===== src/rtl/ssd_pkg.sv =====
// Shared constants for the seven-segment readback path: segment code table,
// blank pattern, digit width and the capture FSM state encoding.
package ssd_pkg;

  localparam int DIGIT_W = 4;

  localparam logic [6:0] SEG_BLANK = 7'h7F;

  // Active-low a..g patterns, indexed by the nibble they display.
  localparam logic [15:0][6:0] SEG_CODES = {
    7'h0E, 7'h06, 7'h21, 7'h46, 7'h03, 7'h08, 7'h10, 7'h00,
    7'h78, 7'h02, 7'h12, 7'h19, 7'h30, 7'h24, 7'h79, 7'h40
  };

  typedef enum logic [1:0] {IDLE, SETTLE, HOLD} state_e;

endpackage


===== src/rtl/ssd_seg_decode.sv =====
// Combinational seven-segment pattern decoder: maps active-low a..g to a hex
// nibble, flags table hits and the all-dark blank pattern.
module ssd_seg_decode
  import ssd_pkg::*;
(
  input  logic [6:0]         seg,
  output logic [DIGIT_W-1:0] nibble,
  output logic               hit,
  output logic               blank
);

  always_comb begin
    nibble = '0;
    hit    = 1'b0;
    for (int k = 0; k < 16; k++) begin
      if (seg == SEG_CODES[k]) begin
        nibble = DIGIT_W'(k);
        hit    = 1'b1;
      end
    end
    blank = (seg == SEG_BLANK);
  end

endmodule


===== src/rtl/ssd_readback.sv =====
// Recovers per-position hex digits and dots from a multiplexed active-low
// seven-segment drive. Optional input synchronizer: SSD_READBACK_SYNC_EN.
module ssd_readback
  import ssd_pkg::*;
#(
  parameter int NUM_DIGITS    = 4,
  parameter int STABLE_CYCLES = 16
) (
  input  logic                          clk,
  input  logic                          rst,
  input  logic [NUM_DIGITS-1:0]         an,
  input  logic [7:0]                    seg,
  output logic [DIGIT_W*NUM_DIGITS-1:0] digits,
  output logic [NUM_DIGITS-1:0]         dots,
  output logic [NUM_DIGITS-1:0]         digit_valid,
  output logic                          frame_done,
  output logic                          code_err
);

  localparam int SW = NUM_DIGITS + 8;
  localparam int CW = $clog2(STABLE_CYCLES);
  localparam logic [CW-1:0] CNT_MAX = CW'(STABLE_CYCLES - 1);
  // Capture fires on the edge that would move the counter to CNT_MAX, so the
  // decoded value is visible exactly STABLE_CYCLES cycles after it appears.
  localparam logic [CW-1:0] CNT_CAP = CW'(STABLE_CYCLES - 2);

  logic [SW-1:0] in_w;

`ifdef SSD_READBACK_SYNC_EN
  logic [SW-1:0] sync1_q, sync2_q;

  always_ff @(posedge clk) begin
    if (rst) begin
      sync1_q <= '1;
      sync2_q <= '1;
    end else begin
      sync1_q <= {an, seg};
      sync2_q <= sync1_q;
    end
  end

  assign in_w = sync2_q;
`else
  assign in_w = {an, seg};
`endif

  logic [NUM_DIGITS-1:0] an_w, an_inv;
  logic [7:0]            seg_w;
  assign an_w   = in_w[SW-1:8];
  assign seg_w  = in_w[7:0];
  assign an_inv = ~an_w;

  logic [DIGIT_W-1:0] dec_nib;
  logic               dec_hit, dec_blank;

  ssd_seg_decode u_dec (
    .seg    (seg_w[6:0]),
    .nibble (dec_nib),
    .hit    (dec_hit),
    .blank  (dec_blank)
  );

  logic [SW-1:0]                       smp_q, smp_d;
  logic [CW-1:0]                       cnt_q, cnt_d;
  state_e                              state_q, state_d;
  logic [NUM_DIGITS-1:0][DIGIT_W-1:0]  digits_q, digits_d;
  logic [NUM_DIGITS-1:0]               dots_q, dots_d;
  logic [NUM_DIGITS-1:0]               valid_q, valid_d;
  logic [NUM_DIGITS-1:0]               seen_q, seen_d;
  logic                                frame_done_q, frame_done_d;
  logic                                code_err_q, code_err_d;

  logic changed, an_dark, multi_low, capture;
  assign changed   = (in_w != smp_q);
  assign an_dark   = &an_w;
  assign multi_low = |(an_inv & (an_inv - NUM_DIGITS'(1)));

  always_comb begin
    smp_d   = in_w;
    cnt_d   = changed ? '0 : ((cnt_q == CNT_MAX) ? cnt_q : cnt_q + CW'(1));
    state_d = state_q;
    capture = 1'b0;
    case (state_q)
      IDLE:   if (!an_dark) state_d = SETTLE;
      SETTLE: begin
        if (changed) state_d = an_dark ? IDLE : SETTLE;
        else if (cnt_q == CNT_CAP) begin
          capture = 1'b1;
          state_d = HOLD;
        end
      end
      HOLD:   if (changed) state_d = an_dark ? IDLE : SETTLE;
      default: state_d = IDLE;
    endcase
  end

  always_comb begin
    digits_d     = digits_q;
    dots_d       = dots_q;
    valid_d      = valid_q;
    seen_d       = seen_q;
    frame_done_d = 1'b0;
    code_err_d   = 1'b0;
    if (capture) begin
      if (multi_low) begin
        code_err_d = 1'b1;
      end else begin
        for (int k = 0; k < NUM_DIGITS; k++) begin
          if (an_inv[k]) begin
            seen_d[k] = 1'b1;
            if (dec_blank) begin
              valid_d[k] = 1'b0;
              dots_d[k]  = ~seg_w[7];
            end else if (dec_hit) begin
              digits_d[k] = dec_nib;
              dots_d[k]   = ~seg_w[7];
              valid_d[k]  = 1'b1;
            end else begin
              valid_d[k] = 1'b0;
              code_err_d = 1'b1;
            end
          end
        end
        // Frame completes even on an illegal capture; mask restarts at once.
        if (&seen_d) begin
          frame_done_d = 1'b1;
          seen_d       = '0;
        end
      end
    end
  end

  always_ff @(posedge clk) begin
    if (rst) begin
      smp_q        <= '1;
      cnt_q        <= '0;
      state_q      <= IDLE;
      digits_q     <= '0;
      dots_q       <= '0;
      valid_q      <= '0;
      seen_q       <= '0;
      frame_done_q <= 1'b0;
      code_err_q   <= 1'b0;
    end else begin
      smp_q        <= smp_d;
      cnt_q        <= cnt_d;
      state_q      <= state_d;
      digits_q     <= digits_d;
      dots_q       <= dots_d;
      valid_q      <= valid_d;
      seen_q       <= seen_d;
      frame_done_q <= frame_done_d;
      code_err_q   <= code_err_d;
    end
  end

  assign digits      = digits_q;
  assign dots        = dots_q;
  assign digit_valid = valid_q;
  assign frame_done  = frame_done_q;
  assign code_err    = code_err_q;

endmodule


===== config.mk =====
export PLATFORM = sky130hd
export DESIGN_NAME = ssd_readback
export DESIGN_NICKNAME = d
export VERILOG_FILES = /design/src/rtl/ssd_pkg.sv /design/src/rtl/ssd_seg_decode.sv /design/src/rtl/ssd_readback.sv
export SDC_FILE = /design/constraint.sdc
export NUM_CORES = 1
export LEC_CHECK = 0
export ABC_AREA = 1
export BUFFER_PORTS_ARGS = -buffer_cell sky130_fd_sc_hd__buf_2
export CORE_MARGIN = 8
export CORE_UTILIZATION = 51
export CTS_BUF_LIST = sky130_fd_sc_hd__clkbuf_16
export CTS_CLUSTER_DIAMETER = 50
export CTS_CLUSTER_SIZE = 20
export DETAILED_ROUTE_END_ITERATION = 8
export GPL_ROUTABILITY_DRIVEN = 0
export PLACE_DENSITY = 0.76
export REMOVE_ABC_BUFFERS = 1
export SYNTH_ARGS = -nofsm -noshare
export SYNTH_HDL_FRONTEND = slang
export SYNTH_SLANG_ARGS = --single-unit

===== constraint.sdc =====
create_clock -name clk -period 1.3 [get_ports clk]
set_input_delay 0.13 -clock clk [delete_from_list [all_inputs] [get_ports clk]]
set_output_delay 0.13 -clock clk [all_outputs]
set_load 0.05 [all_outputs]

# Word-level counts from Yosys, hierarchy flattened
# Cells that the tools add are included.
[totals]
regBits = 48
in_bits = 14
output_inout_bits = 26
word_cells = 144
[classes]
n_addsub = 2
n_eq_ne = 24
n_mux = 71
bitwise_logic = 6
reduce_logical = 23
[op_table]
columns = ["operator", "count"]
rows = [
  ["1-bit two-way mux", 51],
  ["4-bit two-way mux", 9],
  ["7-bit equality test (second input constant)", 5],
  ["4-bit AND reduction", 6],
  ["7-bit by 5-bit equality test with 1-bit output (second input constant)", 3],
  ["7-bit by 6-bit equality test with 1-bit output (second input constant)", 3],
  ["5-bit AND reduction", 4],
  ["3-bit AND reduction", 5],
  ["7-bit by 2-bit equality test with 1-bit output (second input constant)", 2],
  ["7-bit by 4-bit equality test with 1-bit output (second input constant)", 2],
  ["2-bit two-way mux", 6],
  ["3-bit two-way mux", 4],
  ["12-bit inequality test", 1],
  ["4-bit equality test (second input constant)", 2],
  ["7-bit by 3-bit equality test with 1-bit output (second input constant)", 1],
  ["7-bit logical NOT", 1],
  ["2-bit one-hot mux with 3 select lines", 1],
  ["6-bit OR reduction", 1],
  ["4-bit by 1-bit adder with 4-bit output (second input constant)", 1],
  ["4-bit bitwise AND", 1],
  ["2-bit inequality test (second input constant)", 2],
  ["1-bit NOT", 4],
  ["4-bit NOT", 1],
  ["2-bit OR reduction", 2],
  ["8 further kinds", 8],
]

# Longest topological paths before layout
# Gate-level depths: netlist of the first run.
[depth]
ltp_word = 30
ltp_mapped = 14

# Cells and area by module
# Synthesis of the first run repeated with hierarchy kept, for this count alone.
[unflattened]
cells_unflattened = 360
area_unflattened_um2 = 2477.4
[modules_own_cells]
columns = ["module", "n_inst", "cells_per_inst", "area_each_um2"]
rows = [
  ["ssd_readback", 1, 297, 2163.3],
  ["ssd_seg_decode", 1, 63, 314.1],
]

# Least setup slack after synthesis of the first run
# No wires, ideal clock.
[synth_path]
path_type = "in2reg"
start = "input seg[3]"
end = "register digits_q (netlist bit digits[1])"
setup_ns = 0.132
arrival_ns = 1.324
setup_slack_ns = -0.157
stages = 13
cell_sequence = "buf_4 > inv_1 > nand2_1 > nor2_1 > nand2_1 > nand2_1 > nor2_2 > nand2_2 > nor2_4 > nor2_1 > nand3_2 > nand2_1 > a21oi_1"
[synth_between]
elab_chain_len = 18
[synth_rtl]
columns = ["element", "line", "rtl"]
rows = [
  ["start: declaration", "ssd_readback.sv:12", "input logic [7:0] seg,"],
  ["7-bit equality test", "ssd_seg_decode.sv:16", "if (seg == SEG_CODES[k]) begin"],
  ["1-bit two-way mux (16 in series)", "ssd_seg_decode.sv:16", ""],
  ["5-bit AND reduction (no line)", "--", ""],
  ["end signal: assignment", "ssd_readback.sv:148", "digits_q <= digits_d;"],
  ["end: declaration", "ssd_readback.sv:66", "logic [NUM_DIGITS-1:0][DIGIT_W-1:0] digits_q, digits_d;"],
]
# Parallel ways exist; a longest one is shown, timed or not.
# A chain may end at the register's enable or synchronous reset.

# Worst setup path in the final report of the first run
[layout_path]
start = "register smp_q[9]"
end = "register frame_done_q, in the netlist frame_done"
[layout_between]
elab_chain_len = 5
[layout_rtl]
columns = ["element", "line", "rtl"]
rows = [
  ["start: declaration", "ssd_readback.sv:63", "logic [SW-1:0] smp_q, smp_d;"],
  ["start signal: assignment", "ssd_readback.sv:145", "smp_q <= smp_d;"],
  ["12-bit inequality test", "ssd_readback.sv:74", "assign changed = (in_w != smp_q);"],
  ["1-bit two-way mux", "ssd_readback.sv:86", "if (changed) state_d = an_dark ? IDLE : SETTLE;"],
  ["1-bit two-way mux", "ssd_readback.sv:83", "case (state_q)"],
  ["1-bit NOT (no line)", "--", ""],
  ["6-bit OR reduction (no line)", "--", ""],
  ["end signal: assignment", "ssd_readback.sv:152", "frame_done_q <= frame_done_d;"],
  ["end: declaration", "ssd_readback.sv:70", "logic frame_done_q, frame_done_d;"],
]
# Every way passes these cells.

==> results.md, run 1 <==
* Worst min-delay path category: in2reg
* Sum of routed wire length over all layers at 7.447 mm
* Wire length per cell after detailed routing at 12.91 µm
* Number of failing setup endpoints in the final timing report at 35
* Required arrival time at the worst endpoint at 1.53 ns
* Later-pin clock latency in the skew report at 0.29 ns
* Starting density of the core at 51.70%
* Area added between synthesis and finish at 41.50%
* Top area cells in the synthesized netlist: dfxtp_1, nand2_1, nor2_1
* Type of element launching the critical path: flip-flop
* Initial antenna violation count at 0
* Slowest stage cell on the critical path: dfxtp_2
* Worst-path clk slew at 0.07 ns
* Most instantiated cells after synthesis: nand2_1, nor2_1, dfxtp_1, inv_1, a21oi_1
* Vias in the first global route at 2,696
* Diode count at 0
* Per-cell via count in the routed design at 5.180
* Count of hold-fix buffers inserted at cts at 0
* Count of port buffers added during placement at 39
* Overall power at 0.003225 W
* Fin nets at 522
* Arr. time, crit path at 1.84 ns
* Number of buffers between clock root and the deepest sink at 2
* Maximum fanout encountered on the critical timing path at 4
* Min Tclk post-route at 1.614 ns
* Most area-hungry cell type in the Yosys netlist: dfxtp_1
* Setup repair after global routing missed its margin: true
* CTS Root Cell: clkbuf_16
* CTS sink count at 48
* Final period util at 124.2%
* First-pass GRT wire length at 12.14 mm
* Flip-flop and latch count after synthesis at 48
* Number of cells in the design after placement at 563
* Leak at 1.787 nW
* Max-slew violations at 0
* Count of mapped cells out of synthesis at 406
* Mean cell area of the mapped netlist at 6.379 µm²
* Cell occurring most often along the worst timing path: nand2_1
* Largest stage delay, worst path at 0.34 ns
* Detailed Route Iter0 Violations at 259
* Share of the synthesized area in the top cell type at 37.10%
* Critical path class: reg2reg
* HPWL Detailed at 5.029 mm
* Core ar. at 0.005010 mm²
* Highest attainable clock frequency at 0.6194 GHz
* Worst slack, placed at -0.4221 ns
* Most repeated cell in the gate-level netlist after synthesis: nand2_1
* Maximum number of pins on one net before global-route repair at 29
* Total routing usage reported by global routing at 19.72%
* Layout cells sized above 1 at 33.93%
* Grt total ovfl at 0
* Final setup margin at -0.3144 ns
* H-Tree Depth at 2
* Netlist Area Pre-Place at 0.002590 mm²
* Total clock buffers created by CTS at 5
* Non-filler cells, final at 577
* Via count at 2,989
* Slew at the pin with the worst max-slew slack at 0.3578 ns
* Total iterations of the first detailed-routing run at 5
* Num ports at 40
* # Max-Cap Violations at 0
* Most common flop cell mapped by yosys: dfxtp_1
* EDFF count, synth at 0
* Fraction of registers with async set or reset after synthesis at 0%
* Status: complete, but fails checks
* Height of the die at 87.26 µm
* Count of synthesis-stage warnings from yosys at 0
* Worst setup skew after layout at 0.005238 ns
* CP Cell Sequence: inv_2, nand2_1, nand2_1, nor2_1, nand2_1, nor2_4, nand4_1, nor2_4, buf_4, buf_4, nand3_1, nor2_1
* DIE AREA at 0.007614 mm²
* Areal power density over the cells at 880.1 mW/mm²
* TritonCTS clock tree: yes
* Tightest slew margin relative to the limit at 76.11%
* Number of distinct library cells after synthesis at 28
* Failing checks: setup timing
* DRC violation count after routing at 0
* Horiz. Die Dim at 87.26 µm
* Post-synthesis sequential area ratio at 37.10%
* Critical Path Sink Type: flip-flop
* Highest ir drop seen on vdd at 0.6153 mV
* Floorplan row count at 26
* Hold Fails Final Rpt at 0
* Residual antenna-violating net count after detailed routing at 0
-- flip-flops by register name (all words and copies together), names as in the netlist --
register,count
cnt_q,4
dots,4
frame_done,1
seen_q,4
digit_valid,4
digits,16
state_q,2
smp_q,12
code_err,1
-- power by group --
part	leakage [nW]	internal [W]	switching [W]
logic	1.33	0.000162	0.000275
clock network	0.0716	0.000710	0.000573
registers	0.389	0.00149	0.0000106
total	1.79	0.00237	0.000859
-- cells by family after synthesis --
family / share of synthesized area, %
AO/OA/AOI/OAI: 9.517
XOR/XNOR: 2.029
adder cells (fa/ha/maj): 0.9660
buffers and inverters: 7.633
flip-flops: 37.10
AND/OR/NAND/NOR: 42.75
-- stage by stage --
stage	setup TNS [ns]	utilization, %	instance area [µm²]	hold slack [ns]
after floorplan	-5.992	-	2546	0.1991
after global placement	-9.220	65.01	3257	0.3988
after detailed placement	-10.24	65.01	3257	0.4091
after CTS	-7.364	71.13	3563	0.1131
after global routing	-12.81	73.15	3665	0.1352
final	-8.428	73.15	3665	0.1136
-- cell type report --
class / count / area (µm²)
clock buffer: 5 / 125.1
clock inverter: 3 / 17.52
fill: 396 / 1345
inverter: 41 / 161.4
multi-input combinational: 308 / 1604
sequential: 48 / 967.2
tap: 70 / 87.58
timing repair buffer: 102 / 701.9
-- path summary, 6_finish.rpt --
path / start / endpoint / slack (ns) / cells past startpoint
max: smp_q[9]$_SDFF_PP1_ / frame_done$_SDFF_PP0_ / -0.31 / 12
min: seg[7] / smp_q[7]$_SDFF_PP1_ / 0.11 / 3
max reg2reg: smp_q[9]$_SDFF_PP1_ / frame_done$_SDFF_PP0_ / -0.31 / 12
min reg2reg: digits[9]$_SDFFE_PP0P_ / digits[9]$_SDFFE_PP0P_ / 0.46 / 2
-- what timing repair did --
action	in CTS	in global routing
setup buffers	3	4
resized for setup	42	25
hold endpoints to repair	0	0
pin swaps	19	18
endpoints found under the setup margin	36	36
-- layout by cell type (no fill, tap or decap), types with 2 or more instances in the layout --
cell	netlist	routed
nand3_1	19	13
dfxtp_2	0	5
clkbuf_16	0	5
buf_4	2	56
nor2_4	3	10
inv_1	35	31
buf_6	0	5
buf_8	0	2
nor2_1	63	56
ha_1	2	2
nand3_4	0	3
nand2_2	3	10
xnor2_1	5	5
o21ai_0	10	6
a21oi_1	34	29
nand3_2	3	6
inv_2	5	6
inv_4	0	3
nor2_2	7	7
nand2_1	130	122
a21oi_2	0	5
nand4_1	20	20
clkinv_1	1	2
dfxtp_1	48	43
o21ai_2	0	4
buf_2	2	39
-- layer usage --
layer	up-vias	share of wire [%]	GRT usage (%)
met5	-	0	0
met4	0	1.5	4.844
met3	12	6.3	3.396
met2	100	51	35.54
met1	1373	41	23.31
li1	1504	-	-
-- worst max-delay path, delay by kind of cell, from the launching register on --
kind | cells | cell delay, ns
buffers and inverters | 3 | 0.26
flip-flops | 1 | 0.34
AND/OR/NAND/NOR | 9 | 0.95
(Power assumes the default switching activity.)
==> run 2, diff against run 1 <==
CORE_UTILIZATION = 55   (was 51)
CTS_CLUSTER_SIZE = 14   (was 20)
PLACE_DENSITY = 0.78   (was 0.76)
SYNTH_HIERARCHICAL = 1   (was unset)
clock period = 1.7 ns   (was 1.3 ns; I/O delays follow)
==> run 2 against run 1 <==
The flow now finishes without violations. Clock power down 27%. Power down 27%. Final cell count down 15%. Non-clock buffer count down 24. Critical path depth up 1. Worst hold slack better by 0.073 ns. First-iteration DRC count up 2.7%.
==> results.md, run 2 <==
* Status: finished clean
* Residual antenna-violating net count after detailed routing at 0 (unchanged)
* First-pass GRT wire length at 10.56 mm (-13%)
* Number of distinct library cells after synthesis at 31 (+11%)
* Sum of routed wire length over all layers at 6.628 mm (-11%)
* Layout cells sized above 1 at 30.05% (-3.9 points)
* Most instantiated cells after synthesis: nand2_1, dfxtp_1, inv_1, a21oi_1, nand3_1
* Total routing usage reported by global routing at 17.65% (-2.1 points)
* Vias in the first global route at 2,409 (-11%)
* DRC violation count after routing at 0 (unchanged)
* Wire length per cell after detailed routing at 13.58 µm (+5.2%)
* CP Cell Sequence: inv_1, nand2_1, nand2_1, nor2_1, nand2_1, nor2_2, nand3_2, nor2_4, buf_12, clkbuf_16, nand3_1, nand2_1, a21oi_1
* Maximum number of pins on one net before global-route repair at 32 (+10%)
* Mean cell area of the mapped netlist at 6.882 µm² (+7.9%)
* Per-cell via count in the routed design at 5.355 (+3.4%)
* Flip-flop and latch count after synthesis at 48 (unchanged)
* HPWL Detailed at 4.531 mm (-9.9%)
* Largest register FFs at 16 (unchanged)
* Most area-hungry cell type in the Yosys netlist: dfxtp_1
* Type of element launching the critical path: flip-flop
* Count of mapped cells out of synthesis at 360 (-11%)
* EDFF count, synth at 0 (unchanged)
* Post-synthesis sequential area ratio at 38.79% (+1.7 points)
* Commonest non-fill, non-tap cell in the layout: nand2_1
* Internal portion of total power at 0.001774 W (-25%)
* Top area cells in the synthesized netlist: dfxtp_1, nand2_1, a21oi_1
* Multiplexer area fraction after synthesis at 0% (unchanged)
* Via count at 2,613 (-13%)
* Sum of buffers and inverters on the critical path at 3 (unchanged)
* Highest attainable clock frequency at 0.6048 GHz (-2.4%)
* Leak at 1.519 nW (-15%)
* Horiz. Die Dim at 83.12 µm (-4.8%)
* Diode count at 0 (unchanged)
* Tightest slew margin relative to the limit at 69.05% (-7.1 points)
* Worst-path clk slew at 0.06 ns (about the same)
* Largest stage delay, worst path at 0.33 ns (about the same)
* Netlist Area Pre-Place at 0.002477 mm² (-4.3%)
* Initial antenna violation count at 0 (unchanged)
* End of the worst hold path: smp_q[7]$_SDFF_PP1_
* Required arrival time at the worst endpoint at 1.86 ns (+0.33 ns)
* Highest ir drop seen on vdd at 0.5795 mV (-5.8%)
* Total clock buffers created by CTS at 5 (unchanged)
* Areal power density over the cells at 727.8 mW/mm² (-17%)
* Share of power burned in registers at 48.9% (+2.2 points)
* Count of port buffers added during placement at 39 (unchanged)
* Most common flop cell mapped by yosys: dfxtp_1
* Final hold slack at 0.1870 ns (+0.07341 ns)
* DIE AREA at 0.006908 mm² (-9.3%)
* Startpoint of the worst setup timing path: smp_q[1]$_SDFF_PP1_
* Area share of and/or/nand/nor cells after synthesis at 39.24% (-3.5 points)
* Cell occurring most often along the worst timing path: nand2_1
* Combinational cell fraction of total power at 11.5% (-2.1 points)
* Start point of the worst hold path: seg[7]
* TritonCTS clock tree: yes
* Core ar. at 0.004354 mm² (-13%)
* Sw Pwr at 0.0005804 W (-32%)
* Height of the die at 83.12 µm (-4.8%)
* CTS sink count at 48 (unchanged)
* Arr. time, crit path at 1.82 ns (-0.02 ns)
* Fraction of registers with async set or reset after synthesis at 0% (unchanged)
* Area added between synthesis and finish at 30.56%
* # Max-Cap Violations at 0 (unchanged)
* Share of the synthesized area in the top cell type at 38.79% (+1.7 points)
* Accumulated negative setup slack at 0 ns (+8.428 ns)
* Fin nets at 451 (-14%)
* Clock power share at 39.6% (-0.2 points)
* Xor-xnor portion of the synthesized cell area at 2.121% (+0.092 points)
* Most repeated cell in the gate-level netlist after synthesis: nand2_1
* Overall power at 0.002354 W (-27%)
* Hold Crit Depth at 3 (unchanged)
* Detailed Route Iter0 Violations at 266 (+2.7%)
* Count of synthesis-stage warnings from yosys at 6 (+6)
* Critical Path Sink Type: flip-flop
* CTS Root Cell: clkbuf_16
* Maximum fanout encountered on the critical timing path at 8 (+4)
* Reg-to-reg critical path startpoint: smp_q[1]$_SDFF_PP1_
* Terminus of the critical flop-to-flop path: digit_valid[3]$_SDFFE_PP0P_
* Grt total ovfl at 0 (unchanged)
* Commonest cells after routing, fill and taps aside: nand2_1, dfxtp_1, buf_2, inv_1, nand3_1
* Slowest stage cell on the critical path: dfxtp_2
* Synth Area in Compound Gates at 9.444% (-0.072 points)
* Slew at the pin with the worst max-slew slack at 0.4638 ns (+0.1060 ns)
* Hold Fails Final Rpt at 0 (unchanged)
* Later-pin clock latency in the skew report at 0.28 ns (about the same)
* Starting density of the core at 56.90% (+5.2 points)
* Number of failing setup endpoints in the final timing report at 0 (-100%)
* Reg-to-reg slack, setup at 0.05 ns (+0.36 ns)
* Largest family of logic cells by synthesized area: simple AND/OR/NAND/NOR gates
* Share of synthesized cell area in full adder, half adder and majority cells at 1.010% (+0.044 points)
* Number of buffers between clock root and the deepest sink at 2 (unchanged)
* Final period util at 97.26% (-27 points)
* Worst setup skew after layout at 0.003431 ns (-0.001807 ns)
* Min Tclk post-route at 1.653 ns (+0.03899 ns)
* Num ports at 40 (unchanged)
* Final Core Density at 74.28% (+1.1 points)
* Worst min-delay path category: in2reg
* Critical path class: reg2reg
* Total iterations of the first detailed-routing run at 4 (-1)
* H-Tree Depth at 2 (unchanged)
* Floorplan row count at 24 (-7.7%)
* Sw frac at 24.66% (-2.0 points)
* CP top delay family: simple AND/OR/NAND/NOR gates
* Number of cells on the worst reg-to-reg path at 13 (+1)
* Max-slew violations at 0 (unchanged)
* Setup repair after global routing missed its margin: true
[run 2: kinds of logic after synthesis]
kind of cell,count (synthesis)
compound gates,44
fa+ha+maj,2
simple gates,205
buf+inv,55
xor+xnor,6
flops,48
[run 2: how the worst max path moves through the flow]
stage,slack (ns),cells past startpoint,to
floorplan,-0.05,11,seen_q[0]$_SDFFE_PP0P_
global placement,-0.18,14,digits[3]$_SDFFE_PP0P_
detailed placement,-0.25,12,digits[1]$_SDFFE_PP0P_
CTS,0.03,12,digits[1]$_SDFFE_PP0P_
global route,-0.08,13,digit_valid[3]$_SDFFE_PP0P_
finish,0.05,13,digit_valid[3]$_SDFFE_PP0P_
[run 2: what timing repair did]
item | CTS | global route
hold buffers | 0 | 0
buffers inserted | 0 | 1
endpoints found under the setup margin | 0 | 26
resized for setup | 0 | 25
[run 2: per-layer routing]
layer	track usage, %	vias to the layer above	part of all wire, %
met5	0	-	0
met4	3.834	0	0.86
met3	5.371	8	5.9
met2	31.26	73	50
met1	20.15	1204	43
li1	-	1328	-
[run 2: per-stage QoR]
stage / setup slack (ns) / area [µm²] / std cells
6_report: 0.04659 / 3234 / 488
3_3_place_gp: -0.1781 / 2942 / 475
4_1_cts: 0.02735 / 3082 / 483
5_1_grt: -0.07755 / 3234 / 488
3_5_place_dp: -0.2488 / 2942 / 475
2_1_floorplan: -0.04799 / 2414 / 350
[run 2: worst min-delay path: stages]
cell and delay [ns]:
buf_2 0.11, inv_1 0.10, nand2_1 0.07
[run 2: area by class of cell]
| class | instances | area (µm²) |
|---|---|---|
| clock buffer | 5 | 125.1 |
| clock inverter | 3 | 15.01 |
| fill | 334 | 1120 |
| inverter | 45 | 168.9 |
| multi-input combinational | 257 | 1341 |
| sequential | 48 | 965.9 |
| tap | 52 | 65.06 |
| timing repair buffer | 78 | 553.0 |
[run 2: power by group through the flow]
stage               clock network, W  registers [W]  logic (W)
floorplan                          0        0.00117   0.000132
global placement                   0        0.00117   0.000248
detailed placement                 0        0.00118   0.000254
CTS                         0.000950        0.00115   0.000256
global route                 0.00101        0.00115   0.000301
finish                      0.000932        0.00115   0.000270
